File: src/rtl/ctrl_sequencer.sv
// ctrl_sequencer: multi-cycle control FSM for a Gumnut-style core.
// The FSM walks fetch / decode / execute / mem / write-back, with a separate
// interrupt-entry state and a standby state. It issues Wishbone-style requests
// on the instruction, data and port buses, and it aborts to interrupt entry
// when a bus ack does not arrive within ACK_TIMEOUT cycles.
//
// Optional build macro CTRL_SEQ_PERF_EN adds two ports: instret_o, which
// counts retired instructions, and stall_o, which counts bus stall cycles.
//
// Bus handshake: cyc/stb rise when the FSM enters a requesting state and stay
// high until the matching ack is sampled high on a rising edge. That edge
// completes the transfer and moves the FSM on. Acks on a bus that is not
// currently requested are ignored.
module ctrl_sequencer #(
    parameter int OP_W        = 7,
    parameter int FUNC_W      = 3,
    parameter int ACK_TIMEOUT = 16
) (
    input  logic              clk,
    input  logic              rst_n,
    input  logic [OP_W-1:0]   op_i,
    input  logic [FUNC_W-1:0] func_i,
    input  logic              int_req_i,
    input  logic              inst_ack_i,
    input  logic              data_ack_i,
    input  logic              port_ack_i,
    output logic              inst_cyc_o,
    output logic              inst_stb_o,
    output logic              data_cyc_o,
    output logic              data_stb_o,
    output logic              data_we_o,
    output logic              port_cyc_o,
    output logic              port_stb_o,
    output logic              port_we_o,
    output logic              reg_wr_o,
    output logic              int_o,
    output logic              ie_o,
    output logic              bus_err_o,
`ifdef CTRL_SEQ_PERF_EN
    output logic [31:0]       instret_o,
    output logic [31:0]       stall_o,
`endif
    output logic [2:0]        state_o
);

    // Timeout counter width. It needs at least one bit even when the timeout
    // is disabled.
    localparam int CNT_W = (ACK_TIMEOUT > 0) ? $clog2(ACK_TIMEOUT + 1) : 1;
    localparam logic [CNT_W-1:0] CNT_LIMIT = CNT_W'(ACK_TIMEOUT);
    localparam bit TO_EN = (ACK_TIMEOUT != 0);

    // Opcode classes. Every even opcode that matches none of these is an
    // ALU-immediate instruction. Every odd opcode is illegal.
    localparam logic [OP_W-1:0] OP_SHIFT  = OP_W'(7'b0000110);
    localparam logic [OP_W-1:0] OP_MEM    = OP_W'(7'b0000010);
    localparam logic [OP_W-1:0] OP_BRANCH = OP_W'(7'b0111110);
    localparam logic [OP_W-1:0] OP_JUMP   = OP_W'(7'b0011110);
    localparam logic [OP_W-1:0] OP_MISC   = OP_W'(7'b1111110);
    localparam logic [OP_W-1:0] OP_ALUREG = OP_W'(7'b0001110);

    // Sub-function codes for the mem and misc classes.
    localparam logic [FUNC_W-1:0] F_LDM  = FUNC_W'(3'd0);
    localparam logic [FUNC_W-1:0] F_STM  = FUNC_W'(3'd1);
    localparam logic [FUNC_W-1:0] F_INP  = FUNC_W'(3'd2);
    localparam logic [FUNC_W-1:0] F_OUT  = FUNC_W'(3'd3);
    localparam logic [FUNC_W-1:0] F_RETI = FUNC_W'(3'd0);
    localparam logic [FUNC_W-1:0] F_ENAI = FUNC_W'(3'd2);
    localparam logic [FUNC_W-1:0] F_DISI = FUNC_W'(3'd3);
    localparam logic [FUNC_W-1:0] F_WAIT = FUNC_W'(3'd4);
    localparam logic [FUNC_W-1:0] F_STBY = FUNC_W'(3'd5);

    typedef enum logic [2:0] {
        S_FETCH   = 3'd0,
        S_DECODE  = 3'd1,
        S_EXECUTE = 3'd2,
        S_MEM     = 3'd3,
        S_WB      = 3'd4,
        S_INT     = 3'd5,
        S_STBY    = 3'd6
    } state_t;

    state_t           state;
    state_t           state_next;
    state_t           end_state;
    state_t           mem_done_state;
    logic             ie_flag;
    logic             ie_next;
    logic [CNT_W-1:0] to_cnt;

    logic is_illegal;
    logic is_ctl_end;
    logic is_reti;
    logic is_enai;
    logic is_disi;
    logic is_sleep;
    logic use_data;
    logic use_port;
    logic bus_op;
    logic bus_read;
    logic bus_write;
    logic bus_ack;
    logic inter;
    logic counting;
    logic timeout;

    // Instruction decode. The opcode is held stable from DECODE until the
    // instruction ends, so these signals stay valid through EXECUTE/MEM/WB.
    // A mem-class opcode with an undefined sub-function (100..111) drives no
    // bus. It goes through EXECUTE and WB like an ALU operation.
    always_comb begin
        is_illegal = op_i[0];
        is_reti    = (op_i == OP_MISC) && (func_i == F_RETI);
        is_enai    = (op_i == OP_MISC) && (func_i == F_ENAI);
        is_disi    = (op_i == OP_MISC) && (func_i == F_DISI);
        is_sleep   = (op_i == OP_MISC) && ((func_i == F_WAIT) || (func_i == F_STBY));
        is_ctl_end = (op_i == OP_BRANCH) || (op_i == OP_JUMP) ||
                     ((op_i == OP_MISC) && !is_sleep);
        use_data   = (op_i == OP_MEM) && ((func_i == F_LDM) || (func_i == F_STM));
        use_port   = (op_i == OP_MEM) && ((func_i == F_INP) || (func_i == F_OUT));
        bus_op     = use_data || use_port;
        bus_read   = (op_i == OP_MEM) && ((func_i == F_LDM) || (func_i == F_INP));
        bus_write  = (op_i == OP_MEM) && ((func_i == F_STM) || (func_i == F_OUT));
        bus_ack    = (use_data && data_ack_i) || (use_port && port_ack_i);
    end

    // Instruction-end destination, plus the ack-wait detection that drives
    // the timeout. When an ack arrives in the same cycle the count reaches
    // the limit, the ack wins.
    always_comb begin
        inter          = int_req_i && ie_flag;
        end_state      = inter ? S_INT : S_FETCH;
        mem_done_state = bus_read ? S_WB : end_state;
        counting       = ((state == S_FETCH) && !inst_ack_i) ||
                         (((state == S_EXECUTE) || (state == S_MEM)) && bus_op && !bus_ack);
        timeout        = TO_EN && counting && (to_cnt == CNT_LIMIT);
    end

    // Next-state logic and next value of the interrupt-enable flag.
    // reti/enai/disi change ie. Their own end decision uses the old value.
    always_comb begin
        state_next = state;
        ie_next    = ie_flag;
        case (state)
            S_FETCH: begin
                if (inst_ack_i) begin
                    state_next = S_DECODE;
                end else if (timeout) begin
                    state_next = S_INT;
                end
            end
            S_DECODE: begin
                if (is_illegal) begin
                    state_next = S_INT;
                end else if (is_ctl_end) begin
                    state_next = end_state;
                    if (is_reti || is_enai) begin
                        ie_next = 1'b1;
                    end else if (is_disi) begin
                        ie_next = 1'b0;
                    end
                end else if (is_sleep) begin
                    state_next = S_STBY;
                end else begin
                    state_next = S_EXECUTE;
                end
            end
            S_EXECUTE: begin
                if (!bus_op) begin
                    state_next = S_WB;
                end else if (bus_ack) begin
                    state_next = mem_done_state;
                end else if (timeout) begin
                    state_next = S_INT;
                end else begin
                    state_next = S_MEM;
                end
            end
            S_MEM: begin
                if (bus_ack) begin
                    state_next = mem_done_state;
                end else if (timeout) begin
                    state_next = S_INT;
                end
            end
            S_WB: begin
                state_next = end_state;
            end
            S_INT: begin
                state_next = S_FETCH;
                ie_next    = 1'b0;
            end
            S_STBY: begin
                // With ie clear there is no way out except reset.
                if (inter) begin
                    state_next = S_INT;
                end
            end
            default: begin
                state_next = S_FETCH;
            end
        endcase
    end

    // State register and interrupt-enable flag.
    always_ff @(posedge clk) begin
        if (!rst_n) begin
            state   <= S_FETCH;
            ie_flag <= 1'b0;
        end else begin
            state   <= state_next;
            ie_flag <= ie_next;
        end
    end

    // Ack-wait counter. It restarts on every state change, so FETCH, EXECUTE
    // and MEM each get a full timeout window.
    always_ff @(posedge clk) begin
        if (!rst_n) begin
            to_cnt <= '0;
        end else if (state_next != state) begin
            to_cnt <= '0;
        end else if (TO_EN && counting) begin
            to_cnt <= to_cnt + CNT_W'(1);
        end
    end

    // Outputs decoded from the current state. bus_err_o is the only output
    // that depends on this cycle's ack.
    always_comb begin
        inst_cyc_o = (state == S_FETCH);
        inst_stb_o = (state == S_FETCH);
        data_cyc_o = ((state == S_EXECUTE) || (state == S_MEM)) && use_data;
        data_stb_o = ((state == S_EXECUTE) || (state == S_MEM)) && use_data;
        data_we_o  = ((state == S_EXECUTE) || (state == S_MEM)) && use_data && bus_write;
        port_cyc_o = ((state == S_EXECUTE) || (state == S_MEM)) && use_port;
        port_stb_o = ((state == S_EXECUTE) || (state == S_MEM)) && use_port;
        port_we_o  = ((state == S_EXECUTE) || (state == S_MEM)) && use_port && bus_write;
        reg_wr_o   = (state == S_WB);
        int_o      = (state == S_INT);
        ie_o       = ie_flag;
        bus_err_o  = timeout;
        state_o    = state;
    end

`ifdef CTRL_SEQ_PERF_EN
    logic        retire;
    logic        stall;
    logic [31:0] instret_cnt;
    logic [31:0] stall_cnt;

    // Retire is any exit to FETCH/INT from an instruction-carrying state.
    // Stall is a FETCH or MEM cycle spent without the matching ack.
    always_comb begin
        retire = ((state == S_DECODE) || (state == S_EXECUTE) ||
                  (state == S_MEM) || (state == S_WB)) &&
                 ((state_next == S_FETCH) || (state_next == S_INT));
        stall  = ((state == S_FETCH) && !inst_ack_i) ||
                 ((state == S_MEM) && !bus_ack);
    end

    // Free-running performance counters. Both wrap at 2^32.
    always_ff @(posedge clk) begin
        if (!rst_n) begin
            instret_cnt <= '0;
            stall_cnt   <= '0;
        end else begin
            if (retire) begin
                instret_cnt <= instret_cnt + 32'd1;
            end
            if (stall) begin
                stall_cnt <= stall_cnt + 32'd1;
            end
        end
    end

    assign instret_o = instret_cnt;
    assign stall_o   = stall_cnt;
`endif

endmodule

File: config.mk
export PLATFORM = sky130hd
export DESIGN_NAME = ctrl_sequencer
export DESIGN_NICKNAME = d
export VERILOG_FILES = /design/src/rtl/ctrl_sequencer.sv
export SDC_FILE = /design/constraint.sdc
export NUM_CORES = 1
export LEC_CHECK = 0
export CAP_MARGIN = 20
export CORE_MARGIN = 4
export CORE_UTILIZATION = 40
export CTS_CLUSTER_DIAMETER = 60
export CTS_CLUSTER_SIZE = 40
export DETAILED_ROUTE_END_ITERATION = 7
export GPL_TIMING_DRIVEN = 0
export PLACE_DENSITY = 0.73
export SLEW_MARGIN = 20
export SYNTH_ARGS = -nofsm -noshare
export SYNTH_HDL_FRONTEND = slang
export SYNTH_SLANG_ARGS = --single-unit
File: constraint.sdc
create_clock -name clk -period 1.9 [get_ports clk]
set_input_delay 0.475 -clock clk [delete_from_list [all_inputs] [get_ports clk]]
set_output_delay 0.475 -clock clk [all_outputs]
set_load 0.005 [all_outputs]
==> flow_summary_export.csv, run 1 <==
group,metric,value,unit
yosys,syn_inst,110,
yosys,yosysSeqAreaShare,20.66,%
yosys,ys_seq_elements,9,
status,failed_checks,"negative setup slack",
yosys,netlist-cell-type-count,41,
worst_hold_path,hp-class,"flop to flop",
yosys,yosysTopAreaCellShare,20.66,%
setup_path,critical_path.cell_chain,"buf_6 > nor4_4 > buf_4 > nand4b_1 > buf_4 > nor2_4 > buf_6 > buf_6",
setup_path,critical_path_arrival,1.69,ns
detailed_routing,routed_wirelength,3380,um
timing,period_share,113.9,%
timing,maxSlewHeadroom,66.91,%
cells_and_area,design.final.nets,187,
yosys,synth_compound_area_share,19.51,%
placement,placedCellCount,167,
clock_tree,htree_levels,1,
yosys,synth-adder-area-share,2.869,%
timing,final-hold-violation-count,0,
timing,maximum_clock_skew_at_final_layout,0.004288,ns
timing,clock.fmax,462.0,MHz
cells_and_area,register_area,191.4,um^2
yosys,synth-simple-area-share,42.90,%
detailed_routing,firstDrtPassIters,4,
timing,rsz0062_at_grt,"yes",
timing,setup_tns,-1.904,ns
yosys,yosys_warnings,0,
pwr,p_leak,0.6411,nW
yosys,yosys-top-cells-count,"12 x nor2_1, 10 x nor3_1, 9 x dfxtp_1",
setup_path,critical_path_class,"primary input to output pin",
detailed_routing,detailroute.via_count,1132,
cells_and_area,fill_cells,128,
status,status,"finished, violations left",
timing,tightest_slew,0.4897,ns
setup_path,endpoint_kind,"output pin",
pwr,power-per-cell-area,549.1,nW/um^2
yosys,yosys.area.top_type,"dfxtp_1",
clock_tree,cts.path.max_buffers,2,
timing,hold_slack,0.5732,ns
clock_tree,cts_tree,"done",
yosys,synth_top_family_by_area,"simple AND/OR/NAND/NOR gates",
setup_path,timing.critical_path.slowest_cell_delay,0.31,ns
cells_and_area,layout.cells.non_filler,195,
timing,min_period,2.165,ns
run,drv.max_cap_violation_count,0,
pwr,fin_total_pwr,870.4,uW
cells_and_area,multiInputGateArea,773.2,um^2
cells_and_area,antenna_cells_inserted,0,
floorplan,core-area,2022,um^2
grt,initial_antenna_violation_count,0,
yosys,post_synth_xor_area_fraction,4.017,%
clock_tree,cts_root_buf,"clkbuf_4",
yosys,synth_flop_cell,"dfxtp_1",
yosys,synth_top_cells_by_area,"dfxtp_1 21%, nor3_1 5.7%, nor2_1 5.2%, nand2b_1 4.3%, nor4_1 3.6%",
clock_tree,cts_sinks,9,
clock_tree,clock_latency_on_the_worst_skew_pair,0.28,ns
timing,timing.final.max_slew_violations,0,
yosys,synth_enable_flop_cells,0,
timing,setup_viol_count_final,12,
detailed_routing,wire_per_inst,17.33,um
yosys,post_synth_instance_area,872.1,um^2
yosys,synth.avg_cell_area,7.928,um^2
floorplan,die_footprint,2991,um^2
clock_tree,cts.reportedPaths.clkPinSlew,0.06,ns
grt,global_route.usage.total,22.10,%
floorplan,pin_count,31,
placement,hpwlAfterDp,1884,um
timing,postLayoutSetupSlackWorst,-0.2645,ns
floorplan,std_cell_rows,16,
yosys,synth.area.mux_share,4.017,%
clock_tree,cts_hold_repair.buffers,0,
detailed_routing,drc,0,
grt,number_of_global_route_vias_before_repair,1076,
placement,finalWeightedCongestion,0.8431,
grt,pin_count_of_the_biggest_net_entering_global_routing,11,
yosys,mappedNetlistNets,128,
detailed_routing,via_per_inst,5.805,
floorplan,chipHeight,54.69,um
placement,numPortBuffers,30,
detailed_routing,drt-initial-drc-count,30,
clock_tree,tritoncts.num_buffers,3,
yosys,ys_async_sr_fraction,0,%
setup_path,cp_slowest_cell,"nor4_4",
grt,grt_pass1_wl,4740,um
cells_and_area,synthToLayoutAreaGrowth,81.78,%
detailed_routing,antenna_violating_nets_post_route,0,
setup_path,crit_fanout,3,
floorplan,initial_core_util,43.13,%
yosys,yosys.cell_count.top_type,"nor2_1",
pwr,worst_ir_drop_vdd,0.0004482,V
setup_path,crit_path_frequent_cell,"buf_6",
cells_and_area,post_route_cells_drive_above_1_share,52.98,%
setup_path,critPathRequiredTime,1.42,ns
floorplan,chipWidth,54.69,um
setup_path,timing.critical_path.from_type,"primary input",
cells_and_area,finish.utilization,78.40,%
grt,gr-total-overflow,0,
## flip-flops by register name, indices dropped and copies added (netlist names)
| register | count |
|---|---|
| to_cnt | 5 |
| state_o | 3 |
| ie_o | 1 |
## through the flow
| stage | setup WS, ns | area, um^2 |
|---|---|---|
| 6_report | -0.2645 | 1585 |
| 5_1_grt | -0.3288 | 1585 |
| 4_1_cts | -0.2094 | 1488 |
| 3_5_place_dp | -1.209 | 1207 |
| 3_3_place_gp | -1.194 | 1207 |
| 2_1_floorplan | -0.03416 | 873.3 |
## logic make-up (layout without fill, tap and decap cells)
| kind of cell | Yosys count | after routing |
|---|---|---|
| AOI/OAI and AO/OA | 20 | 20 |
| xor gates and xnor gates | 4 | 4 |
| adders and majority gates | 2 | 2 |
| buffers and inverters | 11 | 69 |
| DFF | 9 | 9 |
| muxes | 3 | 3 |
| and+or+nand+nor | 61 | 61 |
## metal layers
metal,GRT usage (%),up-vias,wire (um)
li1,-,516,-
met1,24.27,539,1368
met2,41.14,64,1667
met3,4.632,13,252
met4,7.469,0,92
met5,0,-,0
## where the power goes
group          total [mW]  leakage (nW)  switching [mW]  internal (mW)
sequential          0.222        0.0758          0.0160          0.206
combinational       0.491         0.550           0.243          0.249
clock               0.158        0.0150          0.0760         0.0815
total               0.870         0.641           0.335          0.536
## layout make-up
| type | instances | share of cell area, % |
|---|---|---|
| inverter | 5 | 1.184 |
| clock buffer | 4 | 1.657 |
| timing repair buffer | 54 | 28.97 |
| multi-input combinational | 90 | 48.78 |
| buffer | 6 | 5.209 |
| sequential | 9 | 12.08 |
| tap | 27 | 2.131 |
## cell usage in the layout, fill, tap and decap left out, types with 2 or more instances in the layout
master,n
a21oi_1,3
and2_4,2
and3_4,2
buf_2,6
buf_4,22
buf_6,13
clkbuf_2,2
clkbuf_4,3
clkbuf_8,2
clkdlybuf4s50_1,7
dfxtp_1,4
dfxtp_2,3
dfxtp_4,2
dlygate4sd2_1,6
ha_1,2
inv_1,5
nand2_1,5
nand2_2,2
nand2b_1,4
nand4_1,4
nand4b_1,2
nor2_1,8
nor2_2,2
nor2_4,2
nor2b_1,2
nor3_1,4
nor3_2,5
nor4_1,2
nor4_4,3
o21ai_0,3
o32ai_1,2
or2_2,2
xor2_1,3
## worst paths after layout
kind              startpoint    endpoint  slack, ns  cells after the start
hold reg to reg    to_cnt[4]   to_cnt[4]       0.57                      2
setup reg to reg   to_cnt[1]   to_cnt[0]      -0.18                      9
hold / removal     to_cnt[4]   to_cnt[4]       0.57                      2
setup / recovery     op_i[5]  data_stb_o      -0.26                      8
## what timing repair did
item                                    4_1_cts  5_1_grt
endpoints found under the setup margin       19       15
gates resized for setup                     119       19
buffers inserted                             18        6
pin swaps                                    17       10
## worst max-delay path, delay by kind of cell
kind | cells | cell delay, ns
buffers and inverters | 5 | 0.65
and+or+nand+nor | 3 | 0.56
(Power assumes the default switching activity.)
==> run 2, diff against run 1 <==
CORE_UTILIZATION = 47   (was 40)
PLACE_DENSITY = 0.81   (was 0.73)
clock period = 2.6 ns   (was 1.9 ns; I/O delays follow)
==> flow_summary_export.csv, run 2 (synthesized netlist as in run 1, its figures left out) <==
group,metric,value,unit
clock_tree,cts.reportedPaths.clkPinSlew,0.06,ns
clock_tree,cts_root_buf,"clkbuf_4",
clock_tree,cts_hold_repair.buffers,0,
clock_tree,cts_sinks,9,
timing,setup_tns,0,ns
timing,period_share,98.22,%
timing,min_period,2.554,ns
timing,tightest_slew,0.4222,ns
detailed_routing,antenna_violating_nets_post_route,0,
detailed_routing,drt-initial-drc-count,40,
run,drv.max_cap_violation_count,0,
floorplan,chipWidth,51.08,um
clock_tree,clock_latency_on_the_worst_skew_pair,0.27,ns
timing,clock.fmax,391.6,MHz
pwr,worst_ir_drop_vdd,0.0003209,V
placement,hpwlAfterDp,1948,um
setup_path,crit_path_start,"inst_ack_i",
clock_tree,tritoncts.num_buffers,3,
setup_path,timing.critical_path.max_delay_family,"buffers and inverters",
cells_and_area,max_flop_register,"to_cnt",
timing,timing.final.max_slew_violations,0,
clock_tree,htree_levels,1,
pwr,power-per-cell-area,412.9,nW/um^2
floorplan,die_footprint,2609,um^2
detailed_routing,wire_per_inst,16.08,um
setup_path,cp_slowest_cell,"clkdlybuf4s50_1",
cells_and_area,multiInputGateArea,670.6,um^2
grt,number_of_global_route_vias_before_repair,1022,
cells_and_area,design.final.nets,174,
cells_and_area,finish.utilization,75.84,%
pwr,power.share.switching,37.17,%
timing,setup_viol_count_final,0,
cells_and_area,antenna_cells_inserted,0,
cells_and_area,fill_cells,146,
detailed_routing,via_per_inst,5.956,
grt,gr-total-overflow,0,
pwr,cell_internal_pwr,343.5,uW
floorplan,std_cell_rows,15,
cells_and_area,register_area,180.2,um^2
timing,maximum_clock_skew_at_final_layout,0.01020,ns
setup_path,critical_r2r_launch,"to_cnt[0]",
pwr,total_switching_power,203.2,uW
grt,grt_pass1_wl,4643,um
setup_path,ff2ff_path_depth,8,
grt,initial_antenna_violation_count,0,
detailed_routing,detailroute.via_count,1072,
detailed_routing,firstDrtPassIters,4,
timing,rsz0062_at_grt,"yes",
setup_path,r2r_end,"to_cnt[3]",
worst_hold_path,hp-class,"flop to flop",
setup_path,critical_path_class,"primary input to output pin",
clock_tree,cts_tree,"done",
detailed_routing,routed_wirelength,2895,um
cells_and_area,synthToLayoutAreaGrowth,51.79,%
placement,placedCellCount,165,
setup_path,timing.critical_path.from_type,"primary input",
setup_path,r2r_setup_slack,0.45,ns
clock_tree,cts.path.max_buffers,2,
pwr,seq_power_share,30.0,%
cells_and_area,layout.cells.non_filler,180,
floorplan,pin_count,31,
pwr,p_leak,0.5450,nW
setup_path,critical_path_arrival,1.90,ns
setup_path,worstPathBufferInverterCount,3,
timing,hold_slack,0.5499,ns
grt,pin_count_of_the_biggest_net_entering_global_routing,11,
setup_path,endpoint_kind,"output pin",
cells_and_area,post_route_cells_drive_above_1_share,30.32,%
setup_path,critPathRequiredTime,1.95,ns
setup_path,timing.critical_path.slowest_cell_delay,0.46,ns
pwr,combinationalPowerShare,49.8,%
detailed_routing,drc,0,
grt,global_route.usage.total,23.29,%
placement,post-place-ws,-0.9104,ns
setup_path,crit_fanout,3,
status,status,"complete, no violations",
floorplan,initial_core_util,49.96,%
cells_and_area,layout.cells.most_common_list,"13 x buf_4, 13 x clkdlybuf4s50_1, 11 x nor2_1",
pwr,power_frac_clock,20.2,%
floorplan,chipHeight,51.08,um
placement,finalWeightedCongestion,0.8723,
timing,final-hold-violation-count,0,
floorplan,core-area,1745,um^2
timing,maxSlewHeadroom,71.59,%
setup_path,critical_path.cell_chain,"clkdlybuf4s50_1 > nor4_4 > inv_1 > o31ai_4 > and2_4 > buf_6",
placement,numPortBuffers,30,
setup_path,worst-path-stages,6,
timing,postLayoutSetupSlackWorst,0.04636,ns
setup_path,cp-endpoint,"bus_err_o",
cells_and_area,max_reg_flops,5,
[run 2: changes by cell type in the layout (fill, tap and decap cells not counted), moves of 4 or more]
| cell | delta |
|---|---|
| buf_4 | -9 |
| buf_6 | -9 |
| clkdlybuf4s50_1 | +6 |
| dfxtp_1 | +5 |
| nor3_1 | +5 |
| nor3_2 | -4 |
[run 2: how the worst min path moves through the flow]
stage / startpoint / end / slack [ns] / cells past startpoint
2_1_floorplan: to_cnt[4] / to_cnt[4] / 0.52 / 2
3_3_place_gp: to_cnt[4] / to_cnt[4] / 0.54 / 2
3_5_place_dp: to_cnt[4] / to_cnt[4] / 0.54 / 2
4_1_cts: to_cnt[4] / to_cnt[4] / 0.55 / 2
5_1_grt: to_cnt[4] / to_cnt[4] / 0.59 / 2
6_report: to_cnt[4] / to_cnt[4] / 0.55 / 2
[run 2: per-stage QoR]
stage / cell area (um^2) / power [mW]
finish: 1324 / 0.5466
global route: 1324 / 0.5872
detailed placement: 1204 / 0.4054
floorplan: 872.1 / 0.3014
CTS: 1280 / 0.5284
global placement: 1204 / 0.4015
[run 2: layout make-up]
type | count | area share, %
repair buffers | 41 | 27.03
plain buffers | 6 | 2.836
clock buffers | 3 | 1.701
flip-flops and latches | 9 | 13.61
inverters | 5 | 1.418
multi-input cells | 90 | 50.66
well taps | 25 | 2.363
clock inverters | 1 | 0.3781
[run 2: layer usage]
layer	GRT usage [%]	up-vias	wire length, um
met5	0	-	0
met4	4.933	0	81
met3	6.414	13	251
met2	40.99	67	1469
met1	27.92	497	1093
li1	-	495	-
[run 2: power by group through the flow]
stage / Sequential, mW / Clock, mW / Combinational [mW]
6_report: 0.164 / 0.110 / 0.272
5_1_grt: 0.166 / 0.123 / 0.298
4_1_cts: 0.163 / 0.112 / 0.253
3_5_place_dp: 0.164 / 0 / 0.241
3_3_place_gp: 0.164 / 0 / 0.238
2_1_floorplan: 0.162 / 0 / 0.140
[run 2: timing repair]
item,in CTS,in global routing
pin swaps,9,5
gates resized for setup,42,24
endpoints found under the setup margin,7,7
hold endpoints to repair,0,0
setup buffers,9,2
[run 2: worst register-to-register path, stage by stage, from the launching register on]
cell and delay, ns:
dfxtp_1 0.42, inv_1 0.07, ha_1 0.20, and4bb_2 0.29
a211oi_1 0.22, o21ai_0 0.13, o31ai_2 0.18, nand4_1 0.27
nor3_1 0.28
==> run 3, diff against run 2 <==
HOLD_SLACK_MARGIN = 0.1   (was not set)
==> results of run 3 <==
Same layout as run 2: the final DEF is identical, and so are final timing and power.
